## config.mk

```make
export PLATFORM = sky130hd
export DESIGN_NAME = sat_addsub_seq
export DESIGN_NICKNAME = d
export VERILOG_FILES = /design/src/rtl/sat_addsub_seq.sv
export SDC_FILE = /design/constraint.sdc
export NUM_CORES = 1
export LEC_CHECK = 0
export ABC_AREA = 1
export BUFFER_PORTS_ARGS = -buffer_cell sky130_fd_sc_hd__buf_2
export CAP_MARGIN = 40
export CELL_PAD_IN_SITES_DETAIL_PLACEMENT = 1
export CELL_PAD_IN_SITES_GLOBAL_PLACEMENT = 1
export CORE_MARGIN = 4
export CORE_UTILIZATION = 42
export CTS_CLUSTER_DIAMETER = 100
export CTS_CLUSTER_SIZE = 10
export DETAILED_ROUTE_END_ITERATION = 7
export MAX_ROUTING_LAYER = met4
export PLACE_DENSITY_LB_ADDON = 0.1
export SLEW_MARGIN = 20
export SYNTH_ARGS = -nofsm -noshare
export SYNTH_HDL_FRONTEND = slang
export SYNTH_SLANG_ARGS = --single-unit
```

## constraint.sdc

```tcl
create_clock -name clk -period 3.15 [get_ports clk]
set_input_delay 0.1575 -clock clk [delete_from_list [all_inputs] [get_ports clk]]
set_output_delay 0.1575 -clock clk [all_outputs]
set_load 0.05 [all_outputs]
```

## src/rtl/sat_addsub_seq.sv

```systemverilog
// rtl/sat_addsub_seq.sv - multi-cycle saturating signed add/subtract over one reused CLA slice
// Walks the operands SLICE bits per cycle, then saturates and publishes result/flags with done.
module sat_addsub_seq #(
  parameter int WIDTH = 16,
  parameter int SLICE = 4
) (
  input  logic             clk,
  input  logic             rst_n,
  input  logic             start,
  input  logic             op_sub,
  input  logic [WIDTH-1:0] A,
  input  logic [WIDTH-1:0] B,
  output logic             busy,
  output logic             done,
  output logic [WIDTH-1:0] result,
  output logic             N,
  output logic             Z,
  output logic             V
);

  localparam int NSLICE = WIDTH / SLICE;
  localparam int IW     = (NSLICE > 1) ? $clog2(NSLICE) : 1;
  localparam int MSB    = WIDTH - 1;

  typedef enum logic [1:0] {ST_IDLE, ST_RUN, ST_DONE} state_t;

  state_t           state;
  logic [WIDTH-1:0] a_r;
  logic [WIDTH-1:0] bop_r;
  logic [WIDTH-1:0] partial;
  logic             carry;
  logic             c_msb_in;
  logic [IW-1:0]    idx;

  logic [SLICE-1:0] sa, sb, sg, sp, ss;
  logic [SLICE:0]   c_all;
  logic             cc;
  logic             ovf;
  logic [WIDTH-1:0] sat_res;

  // Carry-lookahead slice: every carry is formed from generate/propagate terms and the slice carry-in.
  always_comb begin
    sa    = a_r[idx*SLICE +: SLICE];
    sb    = bop_r[idx*SLICE +: SLICE];
    sg    = sa & sb;
    sp    = sa ^ sb;
    c_all = '0;
    cc    = 1'b0;
    for (int i = 0; i <= SLICE; i++) begin
      cc = carry;
      for (int j = 0; j < i; j++) cc = sg[j] | (sp[j] & cc);
      c_all[i] = cc;
    end
    ss = sp ^ c_all[SLICE-1:0];
  end

  // After the last slice, carry holds the carry out of bit MSB.
  always_comb begin
    ovf     = c_msb_in ^ carry;
    sat_res = ovf ? {a_r[MSB], {(WIDTH-1){~a_r[MSB]}}} : partial;
  end

  always_ff @(posedge clk or negedge rst_n) begin
    if (!rst_n) begin
      state    <= ST_IDLE;
      a_r      <= '0;
      bop_r    <= '0;
      partial  <= '0;
      carry    <= 1'b0;
      c_msb_in <= 1'b0;
      idx      <= '0;
      busy     <= 1'b0;
      done     <= 1'b0;
      result   <= '0;
      N        <= 1'b0;
      Z        <= 1'b0;
      V        <= 1'b0;
    end else begin
      case (state)
        ST_IDLE: begin
          done <= 1'b0;
          if (start) begin
            a_r   <= A;
            bop_r <= op_sub ? ~B : B;
            carry <= op_sub;
            idx   <= '0;
            busy  <= 1'b1;
            state <= ST_RUN;
          end
        end
        ST_RUN: begin
          partial[idx*SLICE +: SLICE] <= ss;
          carry <= c_all[SLICE];
          if (idx == IW'(NSLICE - 1)) begin
            c_msb_in <= c_all[SLICE-1];
            state    <= ST_DONE;
          end
          idx <= idx + 1'b1;
        end
        ST_DONE: begin
          result <= sat_res;
          N      <= sat_res[MSB];
          Z      <= (sat_res == '0);
          V      <= ovf;
          done   <= 1'b1;
          busy   <= 1'b0;
          state  <= ST_IDLE;
        end
        default: state <= ST_IDLE;
      endcase
    end
  end

endmodule

```

# Word-level counts from Yosys, hierarchy flattened
# Cells that the tools add are included.
# op_classes
bitwise	14
n_addsub	2
eq_ne	5
reduce_logical	9
shift	4
mux	13
# ops
op	count
$neg A4 Y34	1
$shift A4 B34 Y16 const A	1
$shiftx A4 B34 Y16	1
$mux W16	2
$shiftx A16 B5 Y4	2
$bwmux W16	1
$logic_not A16 Y1	1
$not A16 Y16	1
$reduce_and A2 Y1	5
$pmux W2 S2	2
$xor A4 B4 Y4	2
$mux W2	3
$pmux W1 S2	3
$and A1 B1 Y1	4
$and A4 B4 Y4	1
$eq A2 B2 Y1 const B	2
$ne A2 B2 Y1 const B	2
$or A1 B1 Y1	4
$reduce_bool A2 Y1	2
$add A2 B1 Y2 const B	1
$eq A2 B1 Y1 const B	1
$logic_not A2 Y1	1
$mux W1	2
$not A1 Y1	1
$xor A1 B1 Y1	1
# word_totals
regBits	75
in_bits	36
word_cells	60

# Depth between registers and ports, before layout
# depth
ltp_word	11
depth_mapped	12
depth_no_buf	11

# Worst setup path after synthesis
# Ideal clock, no wire load.
# synth_path
path_kind	reg2reg
startpoint	register idx[0]
endpoint	register partial[7]
path_buffers	1
arrival_ns	2.678
t_required_ns	3.021
setup_time_ns	0.129
path_stages_with_launch	13
setup_slack_ns	0.343
period_less_slack_ns	2.807
path_cell_list	dfrtp_1 > inv_2 > buf_2 > nor2_1 > o22ai_1 > fa_1 > inv_1 > fa_1 > fa_1 > inv_1 > fa_1 > nand3_1 > o21ai_0
# synth_via
elab_chain_cells	11
# synth_lines
item	line_no	text
start: declaration	33	logic [IW-1:0] idx;
start signal: assignment	98	idx <= idx + 1'b1;
$shiftx A16 B5 Y4, on equally long branches	43, 44	
$xor A4 B4 Y4	46	sp = sa ^ sb;
$and A1 B1 Y1	51	for (int j = 0; j < i; j++) cc = sg[j] | (sp[j] & cc);
$or A1 B1 Y1	51	
$and A1 B1 Y1	51	
$or A1 B1 Y1	51	
$and A1 B1 Y1	51	
$or A1 B1 Y1 (*)	51	
via c_all[3]	36	logic [SLICE:0] c_all;
$xor A4 B4 Y4 (*)	54	ss = sp ^ c_all[SLICE-1:0];
$shiftx A4 B34 Y16 (*)	92	partial[idx*SLICE +: SLICE] <= ss;
$bwmux W16 (*)	92	
end signal: indexed assignment	92	
end: declaration	30	logic [WIDTH-1:0] partial;
# Mark *: on every way through the listed nets, which the timed path passes. The rest lies on a longest branch.
# A chain may end at the register's enable or synchronous reset.

# Worst setup path after layout
# layout_path
startpoint	register idx[1]
endpoint	register partial[7]
# The elaborated chain is that of the path after synthesis.

==> impl_metrics.json <==
{
  "hold_depth": 3,
  "yosysMostFrequentCell": "nand2_1",
  "synth_nets": 448,
  "multi_input_area_um2": 1436,
  "synth_edf_count": 0,
  "via_per_inst": 5.052,
  "dieHeight_um": 99.14,
  "drive_gt1_share_pct": 17.83,
  "grt_overflow": 0,
  "max_freq_mhz": 338.1,
  "dp_slack_ns": 0.1397,
  "ctsRootBufferMaster": "clkbuf_8",
  "crit_fanout": 8,
  "hp-start": "A[9]",
  "die_area_um2": 9828,
  "netlist_area_um2": 3488,
  "status": "complete, no violations",
  "worstHoldPathType": "in2reg",
  "synth_area_per_cell_um2": 8.677,
  "period_needed_ns": 2.958,
  "reg2reg_depth": 11,
  "drt-total-wl_mm": 8.643,
  "grt_first_pass_wirelength_mm": 14.44,
  "post_cts_buffers": 0,
  "p_leak_nw": 2.046,
  "ir_drop_v": 0.0005006,
  "synth_top_area_share_pct": 53.08,
  "cap_violations": 0,
  "num_io_pins": 57,
  "yosysWarnings": 0,
  "firstDrtPassIters": 4,
  "syn2layout_area_growth_pct": 18.08,
  "tightest_slew_ns": 0.7339,
  "clkTransAtPathRegs_ns": 0.08,
  "die_w_um": 99.14,
  "critPathCaptureType": "flip-flop",
  "cts_tree": "built",
  "cts_buffers": 9,
  "cts_sinks": 74,
  "postLayoutCellArea_um2": 4119,
  "insertion_delay_ns": 0.35,
  "r2r_setup_slack_ns": 0.19,
  "yosys-top-cells-area": "dfrtp_1 (53%), nand2_1 (14%), o21ai_0 (7.0%)",
  "htree_levels": 3,
  "worstSetupPathType": "reg2reg",
  "hpwl_mm": 6.415,
  "cts_buffer_depth": 2,
  "timing.rr.start": "idx[1]",
  "wire_per_inst_um": 15.08,
  "drtIter0Drc": 85,
  "synth_top_cell_by_area": "dfrtp_1",
  "crit_arrival_ns": 3.18,
  "relSlewSlack_pct": 51.02,
  "skew_ns": 0.01365,
  "hold_violations": 0,
  "cp-start-kind": "flip-flop",
  "tns_ns": 0,
  "ant_nets": 0,
  "grt_pass1_vias": 3021,
  "postSynthCellCount": 402,
  "ff_latch_area_um2": 1853,
  "nets": 512,
  "min_to": "a_r[9]",
  "ys_ff_latch": 74,
  "slew_viol_final": 0,
  "required_ns": 3.38,
  "n_fill_cell": 967,
  "rows": 32,
  "place_area_um2": 3874,
  "r2r_end": "partial[7]",
  "ys_seq_area_share_pct": 53.08,
  "synth_ff_type": "dfrtp_1",
  "gp_congestion": 0.8627,
  "diodes": 0,
  "setup_ws_ns": 0.1920,
  "finalSetupViolCount": 0,
  "numPortBuffers": 56,
  "grt_max_degree": 51,
  "drcViolationCount": 0,
  "utilization_pct": 52.22,
  "antenna_found_initial": 0,
  "vias": 2895,
  "grt_setup_unrepaired": "false",
  "start_util_pct": 44.23,
  "core_area_um2": 7888,
  "async_reset_ff_share_pct": 100.0,
  "synthTopCellsByCount": "nand2_1 (128), dfrtp_1 (74), o21ai_0 (49)",
  "fin_crit_sh_pct": 93.90,
  "synthDistinctLibCells": 26,
  "p_per_area_nw_per_um2": 1163,
  "grt_usage_pct": 18.92
}
critical path, cell delays in order (launching register included):
cell	delay, ns
dfrtp_1	0.47
inv_1	0.22
o21ai_0	0.12
o22ai_1	0.19
fa_1	0.22
inv_1	0.05
fa_1	0.38
fa_1	0.40
inv_1	0.10
fa_1	0.46
nand3_1	0.13
o21ai_0	0.09
routing by layer:
| layer | track usage, % | share of wire, % | up-vias |
|---|---|---|---|
| li1 | - | - | 1424 |
| met1 | 23.84 | 46 | 1401 |
| met2 | 30.89 | 49 | 57 |
| met3 | 4.137 | 3.2 | 13 |
| met4 | 5.357 | 1.6 | 0 |
| met5 | - | 0 | - |
flip-flops by register name (all words and copies together), names as in the netlist, 2 cells and up:
name / cells
a_r: 16
partial: 16
bop_r: 16
idx: 2
result: 16
state: 2
worst max-delay path by stage:
stage / startpoint / end / slack [ns] / cells past startpoint
2_1_floorplan: idx[0] / partial[7] / 0.34 / 12
3_3_place_gp: idx[0] / partial[7] / 0.22 / 11
3_5_place_dp: idx[0] / partial[7] / 0.14 / 11
4_1_cts: idx[0] / partial[11] / 0.13 / 11
5_1_grt: idx[1] / partial[11] / 0.01 / 11
6_report: idx[1] / partial[7] / 0.19 / 11
cells by family after synthesis:
group           after synthesis  share of synthesized area (%)
flops                        74                          53.08
simple gates                176                          19.98
xor+xnor                     16                          4.017
compound gates               81                          12.73
buf+inv                      45                          5.739
fa+ha+maj                    10                          4.448
metrics by stage:
stage               instances  power [mW]  hold slack, ns
detailed placement        551       4.123         0.09856
global route              573       5.182         0.01302
finish                    573       4.792        0.009879
global placement          550       4.035          0.3508
CTS                       573       4.831        0.002298
floorplan                 402       3.394         -0.1381
power by group:
part,switching (mW),total (mW),internal [mW],leakage (nW)
registers,0.292,1.67,1.37,0.928
clock network,0.356,0.684,0.328,0.0924
logic,1.70,2.44,0.738,1.03
cell usage in the layout, fill, tap and decap left out, types with 4 or more instances in the layout:
master / synthesis / routed
nand4_1: 4 / 4
o21ai_0: 49 / 49
fa_1: 4 / 4
dfrtp_1: 74 / 73
xnor2_1: 16 / 16
nand3_1: 12 / 12
clkbuf_8: 0 / 11
nand2_1: 128 / 128
a21oi_1: 17 / 17
ha_1: 6 / 6
a32o_1: 4 / 4
inv_1: 24 / 24
o22ai_1: 7 / 7
nor2_1: 28 / 28
buf_4: 3 / 7
buf_2: 10 / 56
dlygate4sd3_1: 0 / 6
layout make-up:
| class | instances | area share [%] |
|---|---|---|
| clock buffer | 12 | 3.767 |
| clock inverter | 4 | 0.6379 |
| inverter | 28 | 2.612 |
| multi-input combinational | 283 | 34.87 |
| sequential | 74 | 44.99 |
| tap | 102 | 3.098 |
| timing repair buffer | 70 | 10.02 |
repair_timing:
item	4_1_cts	5_1_grt
endpoints found under the setup margin	0	3
hold buffers	6	0
gates resized for setup	0	2
endpoints found under the hold margin	18	0
Power figures use the tool's default switching activity.
